===== src/rtl/arb_mux_pkg.sv =====
// Shared constants and the index-width helper for the arb_mux_n channel multiplexer.
package arb_mux_pkg;

    localparam int unsigned ARB_WIDTH_DEF  = 16;
    localparam int unsigned ARB_NUM_IN_DEF = 2;

    function automatic int unsigned clog2(input int unsigned v);
        int unsigned r;
        int unsigned p;
        r = 0;
        p = 1;
        while (p < v) begin
            p = p << 1;
            r = r + 1;
        end
        return r;
    endfunction

    // A one-bit index is kept even when clog2 would give zero.
    function automatic int unsigned sel_width(input int unsigned n);
        return (clog2(n) > 1) ? clog2(n) : 1;
    endfunction

endpackage


===== src/rtl/arb_mux_grant.sv =====
// Grant selection for arb_mux_n: fixed lowest-index priority, or round-robin with a
// rotating pointer when ARB_MUX_RR_EN is defined.
module arb_mux_grant
    import arb_mux_pkg::*;
#(
    parameter int unsigned NUM_IN = ARB_NUM_IN_DEF,
    parameter int unsigned SEL_W  = sel_width(ARB_NUM_IN_DEF)
) (
    input  logic              clk_i,
    input  logic              rst_ni,
    input  logic [NUM_IN-1:0] valid_i,
    input  logic              advance_i,
    output logic [NUM_IN-1:0] grant_o,
    output logic [SEL_W-1:0]  grant_idx_o,
    output logic              any_o
);

    logic [NUM_IN-1:0] cand;
    logic              found;

`ifdef ARB_MUX_RR_EN
    logic [SEL_W-1:0]  ptr_q, ptr_d;
    logic [NUM_IN-1:0] upper;

    // Wrapping search: prefer valid indices at or above the pointer, else fall back to
    // the lowest valid index, which is the first one reached after wrapping past NUM_IN-1.
    always_comb begin
        for (int unsigned j = 0; j < NUM_IN; j++) begin
            upper[j] = valid_i[j] && (j >= 32'(ptr_q));
        end
        cand = (|upper) ? upper : valid_i;
    end

    always_comb begin
        ptr_d = ptr_q;
        if (advance_i) begin
            if (32'(grant_idx_o) == NUM_IN - 1) begin
                ptr_d = '0;
            end else begin
                ptr_d = grant_idx_o + SEL_W'(1);
            end
        end
    end

    always_ff @(posedge clk_i or negedge rst_ni) begin
        if (!rst_ni) begin
            ptr_q <= '0;
        end else begin
            ptr_q <= ptr_d;
        end
    end
`else
    logic unused_ok;

    assign cand      = valid_i;
    assign unused_ok = &{1'b0, clk_i, rst_ni, advance_i};
`endif

    always_comb begin
        grant_o     = '0;
        grant_idx_o = '0;
        found       = 1'b0;
        for (int unsigned j = 0; j < NUM_IN; j++) begin
            if (!found && cand[j]) begin
                found       = 1'b1;
                grant_o[j]  = 1'b1;
                grant_idx_o = SEL_W'(j);
            end
        end
    end

    assign any_o = |valid_i;

endmodule


===== src/rtl/arb_mux_n.sv =====
// N-to-1 valid/ready channel multiplexer with a registered output stage.
// Define ARB_MUX_RR_EN for round-robin arbitration instead of fixed priority.
module arb_mux_n
    import arb_mux_pkg::*;
#(
    parameter  int unsigned WIDTH  = ARB_WIDTH_DEF,
    parameter  int unsigned NUM_IN = ARB_NUM_IN_DEF,
    localparam int unsigned SEL_W  = sel_width(NUM_IN)
) (
    input  logic                    clk,
    input  logic                    rst_n,
    input  logic [NUM_IN*WIDTH-1:0] in_data,
    input  logic [NUM_IN-1:0]       in_valid,
    output logic [NUM_IN-1:0]       in_ready,
    output logic [WIDTH-1:0]        out_data,
    output logic [SEL_W-1:0]        out_sel,
    output logic                    out_valid,
    input  logic                    out_ready
);

    logic [WIDTH-1:0]  out_data_q, out_data_d;
    logic [SEL_W-1:0]  out_sel_q, out_sel_d;
    logic              out_valid_q, out_valid_d;

    logic              load_en;
    logic              any_valid;
    logic              advance;
    logic [NUM_IN-1:0] grant;
    logic [SEL_W-1:0]  grant_idx;
    logic [WIDTH-1:0]  mux_data;

    arb_mux_grant #(
        .NUM_IN (NUM_IN),
        .SEL_W  (SEL_W)
    ) u_grant (
        .clk_i       (clk),
        .rst_ni      (rst_n),
        .valid_i     (in_valid),
        .advance_i   (advance),
        .grant_o     (grant),
        .grant_idx_o (grant_idx),
        .any_o       (any_valid)
    );

    assign load_en = !out_valid_q || out_ready;

    // Reset clears out_valid, which alone would raise load_en, so rst_n gates ready too.
    assign in_ready = rst_n ? (grant & {NUM_IN{load_en}}) : '0;
    assign advance  = rst_n && load_en && any_valid;

    always_comb begin
        mux_data = '0;
        for (int unsigned i = 0; i < NUM_IN; i++) begin
            if (grant[i]) begin
                mux_data = in_data[i*WIDTH +: WIDTH];
            end
        end
    end

    always_comb begin
        out_data_d  = out_data_q;
        out_sel_d   = out_sel_q;
        out_valid_d = out_valid_q;
        if (load_en) begin
            out_valid_d = any_valid;
            if (any_valid) begin
                out_data_d = mux_data;
                out_sel_d  = grant_idx;
            end
        end
    end

    always_ff @(posedge clk or negedge rst_n) begin
        if (!rst_n) begin
            out_data_q  <= '0;
            out_sel_q   <= '0;
            out_valid_q <= 1'b0;
        end else begin
            out_data_q  <= out_data_d;
            out_sel_q   <= out_sel_d;
            out_valid_q <= out_valid_d;
        end
    end

    assign out_data  = out_data_q;
    assign out_sel   = out_sel_q;
    assign out_valid = out_valid_q;

endmodule


===== config.mk =====
export PLATFORM = sky130hd
export DESIGN_NAME = arb_mux_n
export DESIGN_NICKNAME = d
export VERILOG_FILES = /design/src/rtl/arb_mux_pkg.sv /design/src/rtl/arb_mux_grant.sv /design/src/rtl/arb_mux_n.sv
export SDC_FILE = /design/constraint.sdc
export NUM_CORES = 1
export LEC_CHECK = 0
export ABC_AREA = 1
export CAP_MARGIN = 30
export CORE_MARGIN = 8
export CORE_UTILIZATION = 37
export CTS_BUF_LIST = sky130_fd_sc_hd__clkbuf_16
export DETAILED_ROUTE_END_ITERATION = 7
export PLACE_DENSITY = 0.75
export SYNTH_ARGS = -nofsm -noshare
export SYNTH_HDL_FRONTEND = slang
export SYNTH_SLANG_ARGS = --single-unit

===== constraint.sdc =====
create_clock -name clk -period 1.11 [get_ports clk]
set_input_delay 0.222 -clock clk [delete_from_list [all_inputs] [get_ports clk]]
set_output_delay 0.222 -clock clk [all_outputs]
set_load 0.005 [all_outputs]

## Word-level counts from Yosys, hierarchy flattened

Index checks and enable logic that the tools add are counted.

| word-level totals | value |
|---|---|
| logic and storage cells | 15 |
| input bits | 37 |
| flip-flop bits (word level) | 18 |
| output and inout port bits | 20 |

| cells by class | value |
|---|---|
| bitwise logic cells | 1 |
| reductions and logical operators | 6 |
| muxes and demuxes | 5 |

Operators with widths:

| kind | count |
|---|---|
| $mux W16 | 2 |
| $and A2 B2 Y2 | 1 |
| $logic_not A1 Y1 | 2 |
| $mux W1 | 2 |
| $mux W2 | 1 |
| $reduce_and A2 Y1 | 1 |
| $reduce_or A2 Y1 | 1 |
| $logic_and A1 B1 Y1 | 1 |
| $logic_or A1 B1 Y1 | 1 |

## Depth between registers and ports, before layout

| logic depth | value |
|---|---|
| depth after elaboration | 6 |
| depth in mapped cells | 7 |

## By module

From an unflattened synthesis, not the netlist that was laid out.

| second synthesis, totals | value |
|---|---|
| cells, all modules | 142 |
| area total of the unflattened synthesis | 997.2 um^2 |

Modules (own cells, without submodules):

| module | area an instance (um^2) | cells each | instances | seq. area each (um^2) |
|---|---|---|---|---|
| arb_mux_n | 967.2 | 136 | 1 | 450.4 |
| arb_mux_grant | 30.0 | 6 | 1 | 0.0 |

## Least setup slack after synthesis

OpenSTA, ideal clock, no wires.

| timing path | value |
|---|---|
| path type | input port to output port |
| start | in in_valid[0] |
| end | out in_ready[1] |
| cell stages on the path | 5 |
| arrival | 0.786 ns |
| slack | 0.102 ns |
| path through | buf_6 -> inv_2 -> buf_6 -> nand3_1 -> nor2_1 |

| on the way | value |
|---|---|
| cells in the longest elaborated chain, start to end | 6 |

Ends and longest elaborated chain:

| item | line | source |
|---|---|---|
| start, declared | arb_mux_n.sv:13 | `input logic [NUM_IN-1:0] in_valid,` |
| $mux W1 | arb_mux_grant.sv:64 | `if (!found && cand[j]) begin` |
| $logic_not A1 Y1 | arb_mux_grant.sv:64 |  |
| $logic_and A1 B1 Y1 | arb_mux_grant.sv:64 |  |
| $mux W1 | arb_mux_grant.sv:64 |  |
| $and A2 B2 Y2 | arb_mux_n.sv:48 | `assign in_ready = rst_n ? (grant & {NUM_IN{load_en}}) : '0;` |
| $mux W2 | arb_mux_n.sv:48 |  |
| end, declared | arb_mux_n.sv:14 | `output logic [NUM_IN-1:0] in_ready,` |

No other way between the ends.

## Final worst setup path

| timing path | value |
|---|---|
| start | reg out_valid_q (netlist: out_valid) |
| end | out in_ready[1] |

| on the way | value |
|---|---|
| cells in the longest elaborated chain, start to end | 4 |

Ends and longest elaborated chain:

| item | line | source |
|---|---|---|
| start, declared | arb_mux_n.sv:23 | `logic out_valid_q, out_valid_d;` |
| start signal, assigned | arb_mux_n.sv:81 | `out_valid_q <= out_valid_d;` |
| $logic_not A1 Y1 | arb_mux_n.sv:45 | `assign load_en = !out_valid_q \|\| out_ready;` |
| $logic_or A1 B1 Y1 | arb_mux_n.sv:45 |  |
| $and A2 B2 Y2 | arb_mux_n.sv:48 |  |
| $mux W2 | arb_mux_n.sv:48 |  |

No other way between the ends.

==> results.toml <==
[routing]
drc = 0
viasPerCell = 4.71
via_count = 1102
routed_wl_um = 3130
wl_per_cell_um = 13.4
antenna_left = 0
drt_iter0_markers = 62
dr.pass1.iters = 4

[floorplan]
start_util_pct = 39.4
rows = 18
die_w_um = 67.8
io_pins = 57
die_h_um = 67.8
die_area_um2 = 4600
core-area_um2 = 2520

[global_route]
grt_max_degree = 19
gr-total-overflow = 0
grt_antenna_before_repair = 0
grtUsageTotal_pct = 13.1
grt_pass1_wl_um = 4740
grt_pass1_vias = 1105

[flow_run]
drv_cap = 0

[synth]
yosys.cell_types.count = 14
yosysTopAreaCellShare_pct = 45.3
synthArstFlopShare_pct = 100
postSynthCellCount = 137
synthTopCellsByCount = "nand2_1 (84), dfrtp_1 (18), nand3_1 (17)"
synth_edf_count = 0
ys.flop_type = "dfrtp_1"
synth-seq-cells = 18
syn_nets = 174
synth-seq-area-share_pct = 45.3
yosysTopAreaCell = "dfrtp_1"
synth_warnings = 0
synth_area_leaders = "dfrtp_1 (45%), nand2_1 (32%), nand3_1 (8.6%), buf_6 (3.4%), nor2_8 (2.0%)"
netlist_area_um2 = 993
syn_area_per_cell_um2 = 7.25
synthMostInstantiatedCell = "nand2_1"

[sta]
slew_viol_final = 0
final-setup-viol-count = 5
finalHoldViolCount = 0
maxSlewHeadroom_pct = 84.8
min_period_ns = 1.21
period_share_pct = 109
timing.final.ws_setup_ns = -0.102
fin_skew_ns = 0.00284
rsz0062_at_grt = "true"
fmax_ghz = 0.825
tightestPinTransition_ns = 0.228

[clock_tree]
cts-hold-fix-buffers = 0
clkLatencyLatePin_ns = 0.25
clockBufferDepth = 2
cts_num_sinks = 18
root_buffer = "clkbuf_16"
clk_pin_slew_worst_paths_ns = 0.05
cts_tree = "yes"
cts_buffers = 3
htreeDepth = 1

[critical_path]
path_class = "flip-flop to output port"
crit_chain = "nand2_2 > nand3_2 > nor2_1 > buf_2"
slowest_stage = "dfrtp_1"
critPathMaxStageDelay_ns = 0.39
end_kind = "output port"
cp.arrival_ns = 0.99
cp.required_ns = 0.89
path_max_fanout = 3
worstSetupStartpointType = "flip-flop"

[cells_and_area]
drive_above_1_share_pct = 22.1
post-route-util_pct = 69.1
nNetsFinal = 242
antenna_cells = 0
stdcell_count = 234
area_delta_synth_final_pct = 75.4

[status]
outcome = "finished, violations left"
violations = "negative setup slack"

[place]
dp.cells = 226
dp_hpwl_um = 2370
port_buffers = 56
gp_congestion = 0.806

[power]
p_per_area_nw_per_um2 = 1190
max-vdd-ir-drop_uv = 1050
power.leakage_nw = 0.924

[hold_path]
hold_path_class = "primary input to async pin"
worst paths after layout:
check                             start      endpoint  slack [ns]  cells past startpoint
max in group asynchronous         rst_n  out_data[14]        0.83                      2
hold / removal                    rst_n   out_data[0]        0.08                      2
min in group clk           out_data[13]  out_data[13]        0.48                      2
hold reg to reg            out_data[13]  out_data[13]        0.48                      2
setup / recovery              out_valid   in_ready[1]       -0.10                      4
setup reg to reg              out_valid  out_data[14]       -0.01                      7
sequential cells by signal, summed over array words and instances (netlist names):
register,flops
out_data,16
out_sel,1
out_valid,1
metrics by stage:
| step | hold WS [ns] | setup TNS (ns) | total power [W] | worst slack (ns) | area [µm²] |
|---|---|---|---|---|---|
| final | 0.0839 | -0.212 | 0.00207 | -0.102 | 1740 |
| after global routing | 0.125 | -0.884 | 0.00217 | -0.163 | 1740 |
| after CTS | 0.0915 | -0.215 | 0.00205 | -0.111 | 1690 |
| after detailed placement | 0.466 | -7.86 | 0.00137 | -0.600 | 1600 |
| after global placement | 0.460 | -7.71 | 0.00136 | -0.596 | 1600 |
| after floorplan | -0.0736 | 0 | 0.00100 | 0.102 | 993 |
layout by cell type, fill, tap and decap left out, types with 2 or more instances in the layout:
cell type        instances
nand2_2                 14
buf_4                   11
clkbuf_2                 3
clkdlybuf4s15_1         15
nand2_1                 69
dlygate4sd2_1            4
clkbuf_16                3
inv_2                    2
nand3_1                 16
buf_2                    2
dfrtp_1                 18
nand2_4                  2
inv_1                    3
clkdlybuf4s50_1         32
buf_6                    3
critical path: cells and delay by family, from the launching register on:
family                 cells  cell delay (ns)
buffers and inverters      1             0.11
flip-flops                 1             0.39
AND/OR/NAND/NOR            3             0.24
area by class of cell:
cell class | count | area [µm²]
multi-input cells | 107 | 510
clock buffers | 3 | 75.1
clock inverters | 1 | 3.75
well taps | 30 | 37.5
flip-flops and latches | 18 | 450
fillers | 217 | 779
repair buffers | 70 | 647
inverters | 5 | 18.8
report_power, final:
part | internal [W] | switching [W] | total [W]
clock network | 0.000479 | 0.000241 | 0.000719
registers | 0.000740 | 0.0000466 | 0.000786
logic | 0.000317 | 0.000250 | 0.000566
total | 0.00153 | 0.000537 | 0.00207
cell families after synthesis:
logic type,after synthesis,share of synthesized area [%]
buf+inv,12,8.81
flops,18,45.3
simple gates,107,45.8
metal layers:
| layer | part of all wire, % | GRT usage, % |
|---|---|---|
| met5 | 0 | 0 |
| met1 | 43 | 14.8 |
| met2 | 43 | 21.7 |
| met3 | 13 | 6.05 |
| met4 | 0.54 | 4.09 |
what timing repair did:
item	in CTS	in global routing
pin swaps	2	17
endpoints found under the hold margin	0	0
resized for setup	46	27
setup endpoints to repair	37	25
buffers inserted	3	1
Power figures use the tool's default switching activity.
==> edit 1, RTL diff (same flow settings) <==
Set the package constant `ARB_NUM_IN_DEF` to 1 (it was 2).
--- a/src/rtl/arb_mux_pkg.sv
+++ b/src/rtl/arb_mux_pkg.sv
@@ -2,7 +2,7 @@
 package arb_mux_pkg;
 
     localparam int unsigned ARB_WIDTH_DEF  = 16;
-    localparam int unsigned ARB_NUM_IN_DEF = 2;
+    localparam int unsigned ARB_NUM_IN_DEF = 1;
 
     function automatic int unsigned clog2(input int unsigned v);
         int unsigned r;
Ports: changed (resized in_data, in_ready and in_valid); port bits go from 57 to 39. No check against the original RTL was run, so the function may have changed too.
==> edit 1 against the unedited design <==
The run still ends with negative setup slack left; synthesized area shrank 28%; power shrank 10%; cell area shrank 29%; sequential share of layout area grew 8.7 points; wire length shrank 36%; worst setup slack lost 0.061 ns; sequential cell count shrank 1; maximum frequency shrank 4.8%; synthesized cell count shrank 44%; non-clock buffer count shrank 23; clock skew shrank 0.0023 ns; critical endpoint is now in_ready; largest power group unchanged; highest routed layer unchanged.
==> edit 1: results <==
export IMPL_grt_use_met3_pct=4.30
export IMPL_violations="negative setup slack"
export IMPL_power_leakage_nw=0.628
export IMPL_syn_num_nets=97
export IMPL_place_ws_ns=-0.570
export IMPL_min_path_type="in -> async"
export IMPL_reg2reg_slack_ns=0.04
export IMPL_ir_drop_mv=0.864
export IMPL_drive_gt1_share_pct=13.8
export IMPL_crit_end="in_ready"
export IMPL_fin_ws_ns=-0.164
export IMPL_place_area_mm2=0.00110
export IMPL_first_iter_violations=8
export IMPL_hpwl_mm=1.42
export IMPL_cts_root_buf="clkbuf_16"
export IMPL_grt_total_usage_pct=12.0
export IMPL_synth_area_top_cells="dfrtp_1, nand2_1, nand3_1"
export IMPL_grt_use_met1_pct=14.2
export IMPL_wl_mm=1.99
export IMPL_clk_pin_slew_ns=0.05
export IMPL_portBuffers=37
export IMPL_cts_buffers=3
export IMPL_synth_common_cells="nand2_1, dfrtp_1, nand3_1, buf_4"
export IMPL_largest_reg_flops=16
export IMPL_skew_ns=0.000572
export IMPL_fillCellCount=185
export IMPL_clk_latency_ns=0.24
export IMPL_critPathMaxFanout=2
export IMPL_synthCells=77
export IMPL_gp_congestion=0.725
export IMPL_setup_viol_count_final=1
export IMPL_synth_async_reset_ratio_pct=100
export IMPL_reg2regPathDepth=6
export IMPL_grt_max_degree=18
export IMPL_yosysUniqueCellTypes=9
export IMPL_grt_util_met2_pct=19.4
export IMPL_finalSetupTns_ns=-0.164
export IMPL_vias=685
export IMPL_regToRegEndpoint="out_data[10]"
export IMPL_finalNetCount=144
export IMPL_seq_area_frac_synth_pct=59.5
export IMPL_grt_overflow=0
export IMPL_grt_pass1_wl_mm=3.31
export IMPL_cts_max_level=1
export IMPL_wire_per_inst_um=13.3
export IMPL_crit_arrival_ns=1.05
export IMPL_whs_ns=0.370
export IMPL_first_global_vias=725
export IMPL_status="finished, violations left"
edit 1: changes by cell type in the layout (fill, tap and decap cells not counted), sizes merged, moves of 2 or more:
| cell | change |
|---|---|
| buf | -5 |
| clkdlybuf4s50 | -13 |
| nand2 | -50 |
| nor2 | -3 |
| clkbuf | -3 |
| inv | -2 |
| dlygate4sd2 | -2 |
edit 1: how the worst min path moves through the flow:
stage | start | endpoint | slack (ns) | depth (start not counted)
finish | rst_n | out_data[9] | 0.37 | 2
global route | rst_n | out_data[9] | 0.40 | 2
CTS | rst_n | out_data[15] | 0.36 | 2
detailed placement | out_data[4] | out_data[4] | 0.46 | 2
global placement | out_data[15] | out_data[15] | 0.45 | 2
floorplan | rst_n | out_data[0] | -0.07 | 0
edit 1: final cells by class:
type / instances / area (µm²) / area share [%]
Timing Repair Buffer: 47 / 444 / 36.1
Sequential cell: 17 / 425 / 34.6
Multi-Input combinational cell: 53 / 241 / 19.6
Clock buffer: 3 / 75.1 / 6.10
Tap cell: 27 / 33.8 / 2.74
Inverter: 2 / 7.51 / 0.610
Clock inverter: 1 / 3.75 / 0.305
edit 1: worst max-delay path: stages (launching register included):
cell,delay [ns]
dfrtp_1,0.36
buf_4,0.14
nand2_4,0.07
nand2_4,0.05
nor2_4,0.09
buf_6,0.10
edit 1: cells by family after synthesis:
kind of cell           after synthesis  share of synthesized area, %
and+or+nand+nor                     52                          32.6
buffers and inverters                7                          7.36
DFF                                 17                          59.5
other                                1                         0.525
edit 1: per-layer routing:
layer | share of wire [%] | wire, µm | vias to the layer above
li1 | - | - | 331
met1 | 45 | 895 | 321
met2 | 47 | 935 | 31
met3 | 7.9 | 157 | 2
met4 | 0.30 | 6 | 0
met5 | 0 | 0 | -
edit 1: metrics by stage:
stage,total power [mW],util [%]
6_report,1.85,65.4
5_1_grt,1.96,65.4
4_1_cts,1.85,63.3
3_5_place_dp,1.18,58.6
3_3_place_gp,1.17,58.6
2_1_floorplan,0.899,-
edit 1: where the power goes:
part	switching [mW]	total [mW]	leakage (nW)	internal [mW]
Sequential	0.0435	0.749	0.208	0.706
Combinational	0.171	0.419	0.378	0.248
Clock	0.210	0.686	0.0423	0.476
Total	0.425	1.85	0.628	1.43
edit 1: timing repair:
action	in CTS	in global routing
endpoints found under the setup margin	18	13
gates resized for setup	28	10
setup buffers	3	3
hold buffers	0	0
==> edit 2, RTL diff (config.mk and constraints unchanged) <==
Without the edit above. Take the reset off `out_data_q` and load it in a clocked block of its own.
--- a/src/rtl/arb_mux_n.sv
+++ b/src/rtl/arb_mux_n.sv
@@ -72,14 +72,16 @@
 
     always_ff @(posedge clk or negedge rst_n) begin
         if (!rst_n) begin
-            out_data_q  <= '0;
             out_sel_q   <= '0;
             out_valid_q <= 1'b0;
         end else begin
-            out_data_q  <= out_data_d;
             out_sel_q   <= out_sel_d;
             out_valid_q <= out_valid_d;
         end
+    end
+
+    always_ff @(posedge clk) begin
+        out_data_q <= out_data_d;
     end
 
     assign out_data  = out_data_q;
Check against the original RTL: not equivalent (Yosys sat finds a counterexample within 4 cycles, from zero or initial values and one cycle with rst_n low).
==> edit 2 against the unedited design <==
The run still ends with negative setup slack left; count of clock-buffer cells in the layout unchanged; power down 7.6%; sequential cell count unchanged; wire length down 15%; worst setup slack worse by 0.025 ns; cell area down 9.3%; combinational power down 31%; critical path depth unchanged; synthesized area down 18%; global-route usage up 0.41 points; sequential power up 4.8%; cell count down 24%; critical endpoint is now in_ready[0]; largest cell class unchanged; highest routed layer unchanged.
==> edit 2: results <==
export IMPL_drv_cap=0
export IMPL_clk_latency_ns=0.24
export IMPL_largest_reg_flops=16
export IMPL_reg2reg_slack_ns=-0.12
export IMPL_whs_ns=0.249
export IMPL_diodes=0
export IMPL_dp_cells=172
export IMPL_post_cts_buffers=0
export IMPL_yosysUniqueCellTypes=11
export IMPL_crit_arrival_ns=1.02
export IMPL_grt_antenna_before_repair=0
export IMPL_r2r_start="out_valid"
export IMPL_setup_viol_count_final=18
export IMPL_cts_resized=45
export IMPL_seq_area_frac_synth_pct=64.9
export IMPL_gp_congestion=0.684
export IMPL_synth_async_reset_ratio_pct=11.1
export IMPL_drive_gt1_share_pct=17.3
export IMPL_critical_path_class="reg -> out"
export IMPL_synthCells=83
export IMPL_synth_common_cells="nand2_1, edfxtp_1, inv_1, nor2_1, dfrtp_1"
export IMPL_violations="negative setup slack"
export IMPL_first_iter_violations=28
export IMPL_synth_flop_cell="edfxtp_1"
export IMPL_finalNetCount=188
export IMPL_fin_ws_ns=-0.127
export IMPL_cts_root_buf="clkbuf_16"
export IMPL_synth_edf_count=16
export IMPL_synth_yosys_warnings=0
export IMPL_portBuffers=56
export IMPL_via_per_inst=4.48
export IMPL_dr_pass1_iters=4
export IMPL_fillCellCount=155
export IMPL_critPathMaxFanout=3
export IMPL_ctsHoldBuffers=0
export IMPL_ir_drop_mv=0.894
export IMPL_first_global_vias=871
export IMPL_clk_pin_slew_ns=0.05
export IMPL_hpwl_mm=2.01
export IMPL_grt_max_degree=17
export IMPL_grt_pass1_wl_mm=4.33
export IMPL_regToRegEndpoint="out_data[5]"
export IMPL_cts_max_level=1
export IMPL_syn_num_nets=120
export IMPL_min_path_type="in -> async"
export IMPL_slew_headroom_pct=84.7
export IMPL_wire_per_inst_um=14.9
export IMPL_cts_buffer_depth=2
export IMPL_reg2regPathDepth=3
export IMPL_power_leakage_nw=0.712
export IMPL_grt_total_usage_pct=13.5
export IMPL_cts_buffers=3
export IMPL_finalSetupTns_ns=-1.66
export IMPL_stdcell_count=178
export IMPL_skew_ns=0.00211
export IMPL_status="finished, violations left"
export IMPL_synth_area_top_cells="edfxtp_1, nand2_1, dfrtp_1"
==> edit 2: layout make-up <==
class	count	area (µm²)	area share, %
multi-input combinational	59	265	16.8
clock buffer	3	75.1	4.75
inverter	3	11.3	0.712
tap	28	35.0	2.22
timing repair buffer	66	661	41.8
clock inverter	1	3.75	0.237
sequential	18	531	33.5
==> edit 2: how the worst max path moves through the flow <==
stage	end	slack [ns]	cells after the start
2_1_floorplan	out_data[0]	-0.01	1
3_3_place_gp	in_ready[1]	-0.69	5
3_5_place_dp	in_ready[1]	-0.71	5
4_1_cts	in_ready[0]	-0.12	4
5_1_grt	in_ready[0]	-0.17	4
6_report	in_ready[0]	-0.13	4
==> edit 2: layer usage <==
metal	global-route usage (%)	vias to the layer above	wire, µm
li1	-	395	-
met1	14.5	365	991
met2	23.7	35	1460
met3	4.48	2	189
met4	5.13	0	18
met5	0	-	0
==> edit 2: stage by stage <==
step / cell area, µm² / power (mW) / setup slack, ns
detailed placement: 1460 / 1.23 / -0.709
floorplan: 828 / 0.943 / -0.0139
CTS: 1560 / 1.92 / -0.119
global placement: 1460 / 1.22 / -0.689
global route: 1580 / 1.99 / -0.170
finish: 1580 / 1.91 / -0.127
==> edit 2: kinds of logic after synthesis <==
family / share of synthesized area (%)
AO/OA/AOI/OAI: 0.612
flip-flops: 64.9
AND/OR/NAND/NOR: 28.9
buffers and inverters: 5.51
==> edit 2: worst max-delay path, cell delays in order (launching register included) <==
cell     delay [ns]
dfrtp_1        0.40
nand2_2        0.11
nand2_2        0.07
nor2_2         0.08
buf_2          0.11
==> edit 2: power breakdown <==
part / total, mW / leakage (nW) / internal, mW / switching, mW
registers: 0.824 / 0.181 / 0.807 / 0.0168
clock network: 0.703 / 0.0385 / 0.478 / 0.226
logic: 0.388 / 0.493 / 0.243 / 0.145
